$ cat src/rtl/mig_addr_remap_slice_pkg.sv
// Shared definitions for the DSID address-remap slice: miss policy encodings
// and the bit layout of the cfg_rdata readback word.
package mig_addr_remap_slice_pkg;

    typedef enum int {
        MISS_ZERO = 0,
        MISS_PASS = 1
    } miss_mode_e;

    localparam int CNT_WIDTH = 32;

    // cfg_rdata layout, LSB first: base, mask, dsid, valid
    function automatic int rd_base_lsb();
        return 0;
    endfunction

    function automatic int rd_mask_lsb(input int addr_w);
        return addr_w;
    endfunction

    function automatic int rd_dsid_lsb(input int addr_w);
        return 2 * addr_w;
    endfunction

    function automatic int rd_valid_bit(input int dsid_w, input int addr_w);
        return 2 * addr_w + dsid_w;
    endfunction

    function automatic int rd_width(input int dsid_w, input int addr_w);
        return 2 * addr_w + dsid_w + 1;
    endfunction

endpackage

$ cat src/rtl/mig_remap_chan.sv
// One address channel: table lookup, translate, one-deep registered slice
// and saturating miss counter.
module mig_remap_chan
    import mig_addr_remap_slice_pkg::*;
#(
    parameter int DSID_W      = 16,
    parameter int ADDR_W      = 32,
    parameter int NUM_ENTRIES = 4,
    parameter int SIDE_W      = 32,
    parameter int MISS_MODE   = MISS_ZERO
) (
    input  logic                                  aclk,
    input  logic                                  aresetn,
    input  logic [NUM_ENTRIES-1:0]                tbl_valid,
    input  logic [NUM_ENTRIES-1:0][DSID_W-1:0]    tbl_dsid,
    input  logic [NUM_ENTRIES-1:0][ADDR_W-1:0]    tbl_base,
    input  logic [NUM_ENTRIES-1:0][ADDR_W-1:0]    tbl_mask,
    input  logic                                  s_valid,
    output logic                                  s_ready,
    input  logic [ADDR_W-1:0]                     s_addr,
    input  logic [DSID_W-1:0]                     s_user,
    input  logic [SIDE_W-1:0]                     s_side,
    output logic                                  m_valid,
    input  logic                                  m_ready,
    output logic [ADDR_W-1:0]                     m_addr,
    output logic [DSID_W-1:0]                     m_user,
    output logic [SIDE_W-1:0]                     m_side,
    input  logic                                  clr_cnt,
    output logic [CNT_WIDTH-1:0]                  miss_cnt
);

    logic                 hit;
    logic [ADDR_W-1:0]    sel_base;
    logic [ADDR_W-1:0]    sel_mask;
    logic [ADDR_W-1:0]    xlat_addr;
    logic                 full;
    logic                 rdy_q;
    logic                 accept;
    logic [CNT_WIDTH-1:0] cnt_q;

    // NOTE: every output of a combinational block gets a default first, so no path leaves it unassigned and no latch is inferred.
    always_comb begin
        hit      = 1'b0;
        sel_base = '0;
        sel_mask = '0;
        // Scan high to low so the lowest matching index is the one left standing
        for (int i = NUM_ENTRIES - 1; i >= 0; i--) begin
            if (tbl_valid[i] && (tbl_dsid[i] == s_user)) begin
                hit      = 1'b1;
                sel_base = tbl_base[i];
                sel_mask = tbl_mask[i];
            end
        end
    end

    always_comb begin
        if (hit) begin
            xlat_addr = (s_addr & ~sel_mask) | sel_base;
        end else if (MISS_MODE == MISS_PASS) begin
            xlat_addr = s_addr;
        end else begin
            xlat_addr = '0;
        end
    end

    assign s_ready = rdy_q && (!full || m_ready);
    assign accept  = s_valid && s_ready;
    assign m_valid = full;

    // NOTE: state registers use non-blocking assignments so every flop samples the pre-edge values and simulation matches hardware.
    always_ff @(posedge aclk or negedge aresetn) begin
        if (!aresetn) begin
            rdy_q <= 1'b0;
        end else begin
            rdy_q <= 1'b1;
        end
    end

    always_ff @(posedge aclk or negedge aresetn) begin
        if (!aresetn) begin
            full   <= 1'b0;
            m_addr <= '0;
            m_user <= '0;
            m_side <= '0;
        end else if (accept) begin
            full   <= 1'b1;
            m_addr <= xlat_addr;
            m_user <= s_user;
            m_side <= s_side;
        end else if (m_ready) begin
            full   <= 1'b0;
        end
    end

    always_ff @(posedge aclk or negedge aresetn) begin
        if (!aresetn) begin
            cnt_q <= '0;
        end else if (clr_cnt) begin
            cnt_q <= '0;
        end else if (accept && !hit && (cnt_q != '1)) begin
            cnt_q <= cnt_q + 1'b1;
        end
    end

    assign miss_cnt = cnt_q;

endmodule

$ cat src/rtl/mig_addr_remap_slice.sv
// DSID-tagged address remap between the AXI master side and the MIG: owns the
// associative table and drives one remap channel each for AW and AR.
module mig_addr_remap_slice
    import mig_addr_remap_slice_pkg::*;
#(
    parameter int C_DSID_WIDTH  = 16,
    parameter int C_ADDR_WIDTH  = 32,
    parameter int C_NUM_ENTRIES = 4,
    parameter int C_IDX_WIDTH   = 2,
    parameter int C_SIDE_WIDTH  = 32,
    parameter int C_MISS_MODE   = MISS_ZERO
) (
    input  logic                                          aclk,
    input  logic                                          aresetn,
    input  logic                                          cfg_wr_en,
    input  logic [C_IDX_WIDTH-1:0]                        cfg_idx,
    input  logic                                          cfg_valid,
    input  logic [C_DSID_WIDTH-1:0]                       cfg_dsid,
    input  logic [C_ADDR_WIDTH-1:0]                       cfg_base,
    input  logic [C_ADDR_WIDTH-1:0]                       cfg_mask,
    output logic [rd_width(C_DSID_WIDTH,C_ADDR_WIDTH)-1:0] cfg_rdata,
    input  logic                                          s_aw_valid,
    output logic                                          s_aw_ready,
    input  logic [C_ADDR_WIDTH-1:0]                       s_aw_addr,
    input  logic [C_DSID_WIDTH-1:0]                       s_aw_user,
    input  logic [C_SIDE_WIDTH-1:0]                       s_aw_side,
    output logic                                          m_aw_valid,
    input  logic                                          m_aw_ready,
    output logic [C_ADDR_WIDTH-1:0]                       m_aw_addr,
    output logic [C_DSID_WIDTH-1:0]                       m_aw_user,
    output logic [C_SIDE_WIDTH-1:0]                       m_aw_side,
    input  logic                                          s_ar_valid,
    output logic                                          s_ar_ready,
    input  logic [C_ADDR_WIDTH-1:0]                       s_ar_addr,
    input  logic [C_DSID_WIDTH-1:0]                       s_ar_user,
    input  logic [C_SIDE_WIDTH-1:0]                       s_ar_side,
    output logic                                          m_ar_valid,
    input  logic                                          m_ar_ready,
    output logic [C_ADDR_WIDTH-1:0]                       m_ar_addr,
    output logic [C_DSID_WIDTH-1:0]                       m_ar_user,
    output logic [C_SIDE_WIDTH-1:0]                       m_ar_side,
    output logic [CNT_WIDTH-1:0]                          aw_miss_cnt,
    output logic [CNT_WIDTH-1:0]                          ar_miss_cnt,
    input  logic                                          clr_cnt
);

    localparam int MASK_LSB  = rd_mask_lsb(C_ADDR_WIDTH);
    localparam int DSID_LSB  = rd_dsid_lsb(C_ADDR_WIDTH);
    localparam int VALID_BIT = rd_valid_bit(C_DSID_WIDTH, C_ADDR_WIDTH);

    logic [C_NUM_ENTRIES-1:0]                   tbl_valid;
    logic [C_NUM_ENTRIES-1:0][C_DSID_WIDTH-1:0] tbl_dsid;
    logic [C_NUM_ENTRIES-1:0][C_ADDR_WIDTH-1:0] tbl_base;
    logic [C_NUM_ENTRIES-1:0][C_ADDR_WIDTH-1:0] tbl_mask;
    logic                                       idx_ok;

    assign idx_ok = int'(cfg_idx) < C_NUM_ENTRIES;

    // NOTE: the table is a handful of flops and its valid bits must be clear out of reset, so the whole array is reset rather than left as RAM.
    always_ff @(posedge aclk or negedge aresetn) begin
        if (!aresetn) begin
            tbl_valid <= '0;
            tbl_dsid  <= '0;
            tbl_base  <= '0;
            tbl_mask  <= '0;
        end else if (cfg_wr_en && idx_ok) begin
            tbl_valid[cfg_idx] <= cfg_valid;
            tbl_dsid[cfg_idx]  <= cfg_dsid;
            tbl_base[cfg_idx]  <= cfg_base;
            tbl_mask[cfg_idx]  <= cfg_mask;
        end
    end

    always_comb begin
        cfg_rdata = '0;
        if (idx_ok) begin
            cfg_rdata[rd_base_lsb() +: C_ADDR_WIDTH] = tbl_base[cfg_idx];
            cfg_rdata[MASK_LSB +: C_ADDR_WIDTH]      = tbl_mask[cfg_idx];
            cfg_rdata[DSID_LSB +: C_DSID_WIDTH]      = tbl_dsid[cfg_idx];
            cfg_rdata[VALID_BIT]                     = tbl_valid[cfg_idx];
        end
    end

    mig_remap_chan #(
        .DSID_W      (C_DSID_WIDTH),
        .ADDR_W      (C_ADDR_WIDTH),
        .NUM_ENTRIES (C_NUM_ENTRIES),
        .SIDE_W      (C_SIDE_WIDTH),
        .MISS_MODE   (C_MISS_MODE)
    ) u_aw (
        .aclk      (aclk),
        .aresetn   (aresetn),
        .tbl_valid (tbl_valid),
        .tbl_dsid  (tbl_dsid),
        .tbl_base  (tbl_base),
        .tbl_mask  (tbl_mask),
        .s_valid   (s_aw_valid),
        .s_ready   (s_aw_ready),
        .s_addr    (s_aw_addr),
        .s_user    (s_aw_user),
        .s_side    (s_aw_side),
        .m_valid   (m_aw_valid),
        .m_ready   (m_aw_ready),
        .m_addr    (m_aw_addr),
        .m_user    (m_aw_user),
        .m_side    (m_aw_side),
        .clr_cnt   (clr_cnt),
        .miss_cnt  (aw_miss_cnt)
    );

    mig_remap_chan #(
        .DSID_W      (C_DSID_WIDTH),
        .ADDR_W      (C_ADDR_WIDTH),
        .NUM_ENTRIES (C_NUM_ENTRIES),
        .SIDE_W      (C_SIDE_WIDTH),
        .MISS_MODE   (C_MISS_MODE)
    ) u_ar (
        .aclk      (aclk),
        .aresetn   (aresetn),
        .tbl_valid (tbl_valid),
        .tbl_dsid  (tbl_dsid),
        .tbl_base  (tbl_base),
        .tbl_mask  (tbl_mask),
        .s_valid   (s_ar_valid),
        .s_ready   (s_ar_ready),
        .s_addr    (s_ar_addr),
        .s_user    (s_ar_user),
        .s_side    (s_ar_side),
        .m_valid   (m_ar_valid),
        .m_ready   (m_ar_ready),
        .m_addr    (m_ar_addr),
        .m_user    (m_ar_user),
        .m_side    (m_ar_side),
        .clr_cnt   (clr_cnt),
        .miss_cnt  (ar_miss_cnt)
    );

endmodule

$ cat config.mk
export PLATFORM = sky130hd
export DESIGN_NAME = mig_addr_remap_slice
export DESIGN_NICKNAME = d
export VERILOG_FILES = /design/src/rtl/mig_addr_remap_slice_pkg.sv /design/src/rtl/mig_remap_chan.sv /design/src/rtl/mig_addr_remap_slice.sv
export SDC_FILE = /design/constraint.sdc
export NUM_CORES = 1
export LEC_CHECK = 0
export CORE_MARGIN = 8
export CORE_UTILIZATION = 58
export DETAILED_ROUTE_END_ITERATION = 10
export PLACE_DENSITY_LB_ADDON = 0.12
export SYNTH_ARGS = -nofsm -noshare
export SYNTH_HDL_FRONTEND = slang
export SYNTH_HIERARCHICAL = 1
export SYNTH_SLANG_ARGS = --single-unit
$ cat constraint.sdc
create_clock -name aclk -period 4.4 [get_ports aclk]
set_input_delay 0.88 -clock aclk [delete_from_list [all_inputs] [get_ports aclk]]
set_output_delay 0.88 -clock aclk [all_outputs]
set_load 0.005 [all_outputs]
==> results of run 1 <==
==> synth_stat cells (4+ instances only) <==
cell | count | area share, %
inv_1 | 198 | 2.4
buf_4 | 28 | 0.68
nor2b_1 | 28 | 0.57
a21oi_1 | 288 | 4.7
a211oi_1 | 64 | 1.6
xor2_1 | 72 | 2.0
and3_1 | 12 | 0.24
a31oi_1 | 128 | 2.6
xnor2_1 | 52 | 1.5
or4_1 | 12 | 0.29
nor4b_4 | 4 | 0.31
or3_1 | 22 | 0.45
nand3_1 | 18 | 0.29
and2_1 | 6 | 0.12
and4_1 | 14 | 0.40
mux2_4 | 30 | 1.5
nor4b_1 | 10 | 0.28
buf_2 | 89 | 1.4
nor3b_1 | 5 | 0.12
nor4_1 | 24 | 0.49
a211o_1 | 64 | 1.8
mux2_2 | 316 | 12
mux2_1 | 8 | 0.29
clkbuf_1 | 64 | 0.78
buf_6 | 22 | 0.80
dfrtp_1 | 552 | 45
o21ai_0 | 78 | 1.3
o21ai_1 | 8 | 0.13
nor2_1 | 112 | 1.4
a22oi_1 | 64 | 1.6
nand4_1 | 46 | 0.93
buf_8 | 4 | 0.19
nand4b_1 | 4 | 0.11
o31ai_1 | 10 | 0.24
xor2_2 | 4 | 0.21
nand2_1 | 332 | 4.0
nor3_2 | 30 | 0.97
buf_1 | 12 | 0.15
nor3_1 | 4 | 0.065
nand2b_1 | 4 | 0.081
mux4_2 | 81 | 5.9
==> per-stage QoR <==
step | setup slack (ns) | util [%] | area [um^2] | cells | hold slack [ns]
finish | 0.629 | 74.2 | 39100 | 4161 | 0.276
global placement | 0.429 | 70.1 | 36900 | 4044 | 0.456
CTS | 0.589 | 74.1 | 39000 | 4154 | 0.322
global route | 0.524 | 74.2 | 39100 | 4158 | 0.334
detailed placement | 0.391 | 70.1 | 36900 | 4044 | 0.461
floorplan | 1.60 | - | 30900 | 2952 | 0.470
==> worst paths after layout <==
| path | endpoint | slack, ns |
|---|---|---|
| min in group aclk | u_aw/m_side[31] | 0.48 |
| worst min-delay path | u_ar/m_valid | 0.28 |
| worst max register to register | u_ar/miss_cnt[5] | 1.34 |
| max in group asynchronous | u_aw/m_side[30] | 3.05 |
| worst min register to register | u_aw/m_side[31] | 0.48 |
| worst max-delay path | cfg_rdata[39] | 0.63 |
==> critical path, cell delays in order <==
cell and delay, ns:
buf_6 0.61, buf_4 0.32, mux4_2 0.55, clkdlybuf4s50_1 0.48
==> layout make-up <==
| cell class | instances | area [um^2] | share of cell area (%) |
|---|---|---|---|
| multi-input combinational | 1981 | 15200 | 38.8 |
| sequential | 552 | 13800 | 35.4 |
| timing repair buffer | 625 | 6330 | 16.2 |
| clock buffer | 84 | 1770 | 4.54 |
| tap | 688 | 861 | 2.20 |
| inverter | 198 | 743 | 1.90 |
| clock inverter | 26 | 374 | 0.958 |
| antenna | 7 | 17.5 | 0.0448 |
==> power by group through the flow <==
| stage | clock network [uW] | logic (uW) | registers, uW |
|---|---|---|---|
| 2_1_floorplan | 0 | 1800 | 6390 |
| 3_3_place_gp | 0 | 3340 | 6600 |
| 3_5_place_dp | 0 | 3410 | 6660 |
| 4_1_cts | 5500 | 3450 | 6570 |
| 5_1_grt | 5690 | 3680 | 6690 |
| 6_report | 5450 | 3460 | 6600 |
==> metal layers <==
| layer | vias to the layer above | part of all wire (%) | global-route usage, % |
|---|---|---|---|
| met5 | - | 0.082 | 0 |
| met4 | 14 | 5.4 | 17.9 |
| met3 | 430 | 10 | 7.98 |
| met2 | 1684 | 47 | 57.4 |
| met1 | 13500 | 38 | 44.9 |
| li1 | 11600 | - | - |
==> kinds of logic (layout without fill, tap and decap cells) <==
kind of cell             count (synthesis)  count (layout)
flip-flops                             552             552
multiplexers                           435             435
other                                    2               9
buffers and inverters                  419             933
AND/OR/NAND/NOR                        706             706
adder cells (fa/ha/maj)                  2               2
AO/OA/AOI/OAI                          708             708
XOR/XNOR                               128             128
==> flip-flops by register name (all words and copies together) (netlist names) <==
| register | count |
|---|---|
| u_ar/m_user | 16 |
| u_ar/miss_cnt | 32 |
| u_ar/m_addr | 32 |
| u_ar/m_valid | 1 |
| tbl_dsid | 64 |
| u_aw/miss_cnt | 32 |
| u_aw/m_valid | 1 |
| tbl_base | 128 |
| u_aw/m_side | 32 |
| u_aw/rdy_q | 1 |
| u_ar/rdy_q | 1 |
| u_aw/m_user | 16 |
| u_aw/m_addr | 32 |
| tbl_mask | 128 |
| u_ar/m_side | 32 |
| tbl_valid | 4 |
==> cells in the final DEF, fill, tap and decap left out, types with 22 or more instances in the layout <==
cell type and instances:
mux4_2 81, a22oi_1 64, inv_1 198, xnor2_1 52
mux2_4 30, a211oi_1 64, buf_4 48, o21ai_0 78
a31oi_1 128, nand2_1 330, clkbuf_16 60, clkdlybuf4s50_1 555
mux2_2 316, nor3_2 30, nand4_1 46, a21oi_1 288
nor2b_1 28, nor4_1 24, or3_1 22, nor2_1 112
a211o_1 64, dfrtp_1 552, xor2_1 72
==> metrics.csv, run 1 <==
stage;metric;value;unit
cts;clk_pin_slew;0.06;ns
sta;slew_headroom;39.4;%
synth;yosys_register_bits;552;
cts;post_cts_resize_count;0;
setup_path;reg2reg_from;u_ar/miss_cnt[10];
floorplanning;die_w;247;um
floorplanning;rows;84;
synth;post_synth_fa_ha_maj_area_fraction;0.0810;%
flow_run;maxCapViolations;0;
sta;hold_viol;0;
placed_design;dp_hpwl;76300;um
pwr;p_sw;4560;uW
placed_design;port_buffers;559;
floorplanning;fp.dieH;247;um
floorplanning;core;52700;um^2
cts;root_buffer;clkbuf_16;
pwr;switching_share;29.4;%
pwr;p_per_area;397;nW/um^2
global_route;grt_util_all_layers;35.6;%
cts;clockBufferDepth;3;
setup_path;cp-startpoint;cfg_idx[0];
synth;synth_edf_count;0;
global_route;grt-ovfl-total;0;
route;viasPerCell;6.53;
synth;synth.area.mux_share;19.2;%
cts;ctsHoldBuffers;0;
global_route;antenna_found_initial;12;
route;wirelength;112000;um
cts;htreeDepth;2;
global_route;grt_pass1_vias;27500;
layout;nNetsFinal;3671;
sta;tightest_slew;0.908;ns
sta;fin_skew;0.0264;ns
pwr;p_leak;0.0166;uW
synth;synth_compound_area_share;13.9;%
synth;synthSimpleGateAreaFrac;11.9;%
floorplanning;die_area;60900;um^2
route;drc_errors;0;
route;wire_per_inst;26.9;um
pwr;p_int;11000;uW
worst_hold_path;min_path_type;in2async;
pwr;power_frac_comb;22.3;%
synth;async_reset_ff_share;100;%
synth;synth_warnings;6;
pwr;power_frac_seq;42.6;%
sta;setup_tns;0;ns
synth;synth_top_family_by_area;multiplexers;
setup_path;cp_data_arrival_time;2.89;ns
sta;final.min_clock_period;3.77;ns
sta;setup_viol;0;
global_route;grt_pass1_wl;168000;um
synth;syn_avg_cell_area;10.5;um^2
route;first_pass_iters;6;
synth;mappedNetlistNets;3205;
setup_path;r2r_cells;7;
setup_path;path_class;in2out;
pwr;p_clk_share;35.1;%
synth;synth_ff_type;dfrtp_1;
cts;cts_setup_buffers;0;
setup_path;endpoint_kind;primary output;
sta;rsz0062_at_grt;no;
setup_path;required;3.52;ns
setup_path;startpoint_type;input pin;
layout;drive_gt1_share;19.2;%
cts;cts_buffers;60;
route;vias;27200;
cts;cts_tree;done;
route;dr.first_iter.drc_count;2850;
synth;synthCells;2952;
floorplanning;initial_utilization;58.7;%
pwr;total_power;15500;uW
sta;max_freq;265;MHz
global_route;grt_max_degree;137;
synth;ys_seq_area_share;44.7;%
run_status;status;finished, final reports clean;
floorplanning;io_pins;560;
cts;clk_latency;0.64;ns
pwr;peakVddDrop;0.000407;V
synth;yosysUniqueCellTypes;56;
cts;cts_sinks;552;
sta;period_share;85.7;%
layout;syn_to_final_growth;26.4;%
sta;drv_slew;0;
setup_path;cp_max_fo;51;
synth;synth-xor-area-share;3.73;%
route;antenna_left;0;
synth;synth_area;30900;um^2
layout;fillerInstances;3565;
placed_design;gp_congestion;0.955;
No activity file was read; power rests on OpenSTA's default activity.
==> inputs of run 2 (changes only) <==
- CORE_MARGIN: 8 -> unset
==> metrics.csv, run 2 (synthesis gave the netlist of run 1 again) <==
stage;metric;value;unit
run_status;status;finished, final reports clean;
cts;clk_pin_slew;0.06;ns
setup_path;path_class;in2out;
placed_design;gp_congestion;0.976;
global_route;grt-ovfl-total;0;
cts;clk_latency;0.65;ns
pwr;peakVddDrop;0.000336;V
layout;finalNonFillerCells;4156;
pwr;p_leak;0.0165;uW
cts;cts_tree;done;
setup_path;crit_family;buffers and inverters;
setup_path;path_cells;buf_6 -> buf_12 -> mux4_2 -> clkdlybuf4s50_1;
cts;clockBufferDepth;3;
route;antenna_left;0;
cts;htreeDepth;2;
global_route;grt_pass1_vias;26700;
setup_path;crit_slowest_cell;mux4_2;
floorplanning;core;52600;um^2
setup_path;r2r_cells;7;
sta;period_share;84.3;%
layout;reg.largest.list;tbl_base x128, tbl_mask x128, tbl_dsid x64;
worst_hold_path;min_path_type;in2async;
setup_path;cp_max_fo;48;
placed_design;port_buffers;559;
sta;max_freq;270;MHz
route;first_pass_iters;7;
sta;slew_headroom;34.0;%
cts;cts_setup_buffers;0;
layout;final_cell_mix;555 x clkdlybuf4s50_1, 552 x dfrtp_1, 330 x nand2_1;
route;vias;26800;
sta;setup_tns;0;ns
route;wirelength;105000;um
floorplanning;initial_utilization;58.8;%
route;wire_per_inst;25.2;um
setup_path;ff2ff_setup_slack;1.36;ns
setup_path;endpoint_kind;primary output;
global_route;antenna_found_initial;23;
placed_design;placedCellCount;4030;
layout;nNetsFinal;3656;
sta;hold_viol;0;
floorplanning;rows;84;
layout;syn_to_final_growth;25.9;%
layout;post-route-util;74.0;%
cts;ctsHoldBuffers;0;
cts;post_cts_resize_count;0;
flow_run;maxCapViolations;0;
setup_path;path_depth;4;
cts;cts_buffers;59;
floorplanning;io_pins;560;
setup_path;startpoint_type;input pin;
sta;rsz0062_at_grt;no;
setup_path;cp-startpoint;cfg_idx[0];
cts;root_buffer;clkbuf_16;
layout;drive_gt1_share;18.7;%
global_route;grt_max_degree;114;
global_route;grt_pass1_wl;157000;um
setup_path;cp_data_arrival_time;2.83;ns
setup_path;reg2reg_from;u_ar/miss_cnt[10];
floorplanning;die_area;54200;um^2
floorplanning;die_w;233;um
global_route;grt_util_all_layers;38.2;%
route;dr.first_iter.drc_count;2689;
floorplanning;fp.dieH;233;um
sta;fin_skew;0.0367;ns
placed_design;dp_hpwl;69400;um
pwr;p_per_area;388;nW/um^2
cts;cts_sinks;552;
sta;final.min_clock_period;3.71;ns
route;drc_errors;0;
setup_path;slowest_delay;0.56;ns
setup_path;worst-path-buf-inv;3;
sta;drv_slew;0;
setup_path;required;3.52;ns
layout;final_common_cell;clkdlybuf4s50_1;
sta;tightest_slew;0.988;ns
route;viasPerCell;6.45;
sta;setup_viol;0;
-- run 2: cell types whose count changed in the layout (fill, tap and decap cells not counted) --
cell,before,now
buf_12,19,24
buf_4,48,29
bufinv_16,8,4
clkbuf_1,6,12
clkbuf_8,18,14
clkinv_16,0,1
clkinv_2,9,15
clkinv_8,2,0
diode_2,7,16
inv_6,3,0
-- run 2: worst paths after layout --
| kind | end |
|---|---|
| max in group asynchronous | tbl_mask[94] |
| worst min-delay path | u_ar/miss_cnt[17] |
| worst max register to register | u_ar/miss_cnt[6] |
| min in group aclk | u_aw/m_side[4] |
| worst max-delay path | cfg_rdata[17] |
| worst min register to register | u_aw/m_side[4] |
-- run 2: layout make-up --
type	count	area [um^2]
timing repair buffer	611	6280
fill	3608	13700
tap	688	861
antenna	16	40.0
inverter	198	743
clock buffer	86	1740
multi-input combinational	1981	15200
clock inverter	24	255
sequential	552	13800
-- run 2: metal layers --
| metal | up-vias | part of all wire (%) | wire length, um | global-route usage (%) |
|---|---|---|---|---|
| met3 | 397 | 10 | 10700 | 8.57 |
| li1 | 11500 | - | - | - |
| met5 | - | 0.093 | 97 | 0 |
| met1 | 13300 | 38 | 39600 | 49.3 |
| met4 | 14 | 4.8 | 5020 | 19.3 |
| met2 | 1606 | 47 | 49200 | 60.5 |
-- run 2: through the flow --
| step | power, uW | setup WS (ns) | hold slack [ns] | cell area, um^2 |
|---|---|---|---|---|
| floorplan | 8190 | 1.60 | 0.470 | 30900 |
| global placement | 9860 | 0.589 | 0.456 | 36900 |
| detailed placement | 10000 | 0.555 | 0.462 | 36900 |
| CTS | 15100 | 0.666 | 0.299 | 38800 |
| global route | 15700 | 0.569 | 0.329 | 38900 |
| finish | 15100 | 0.692 | 0.266 | 38900 |
-- run 2: report_power, final --
group | internal [uW] | switching (uW)
logic | 1880 | 1510
clock network | 2970 | 2110
registers | 5790 | 819
total | 10600 | 4440
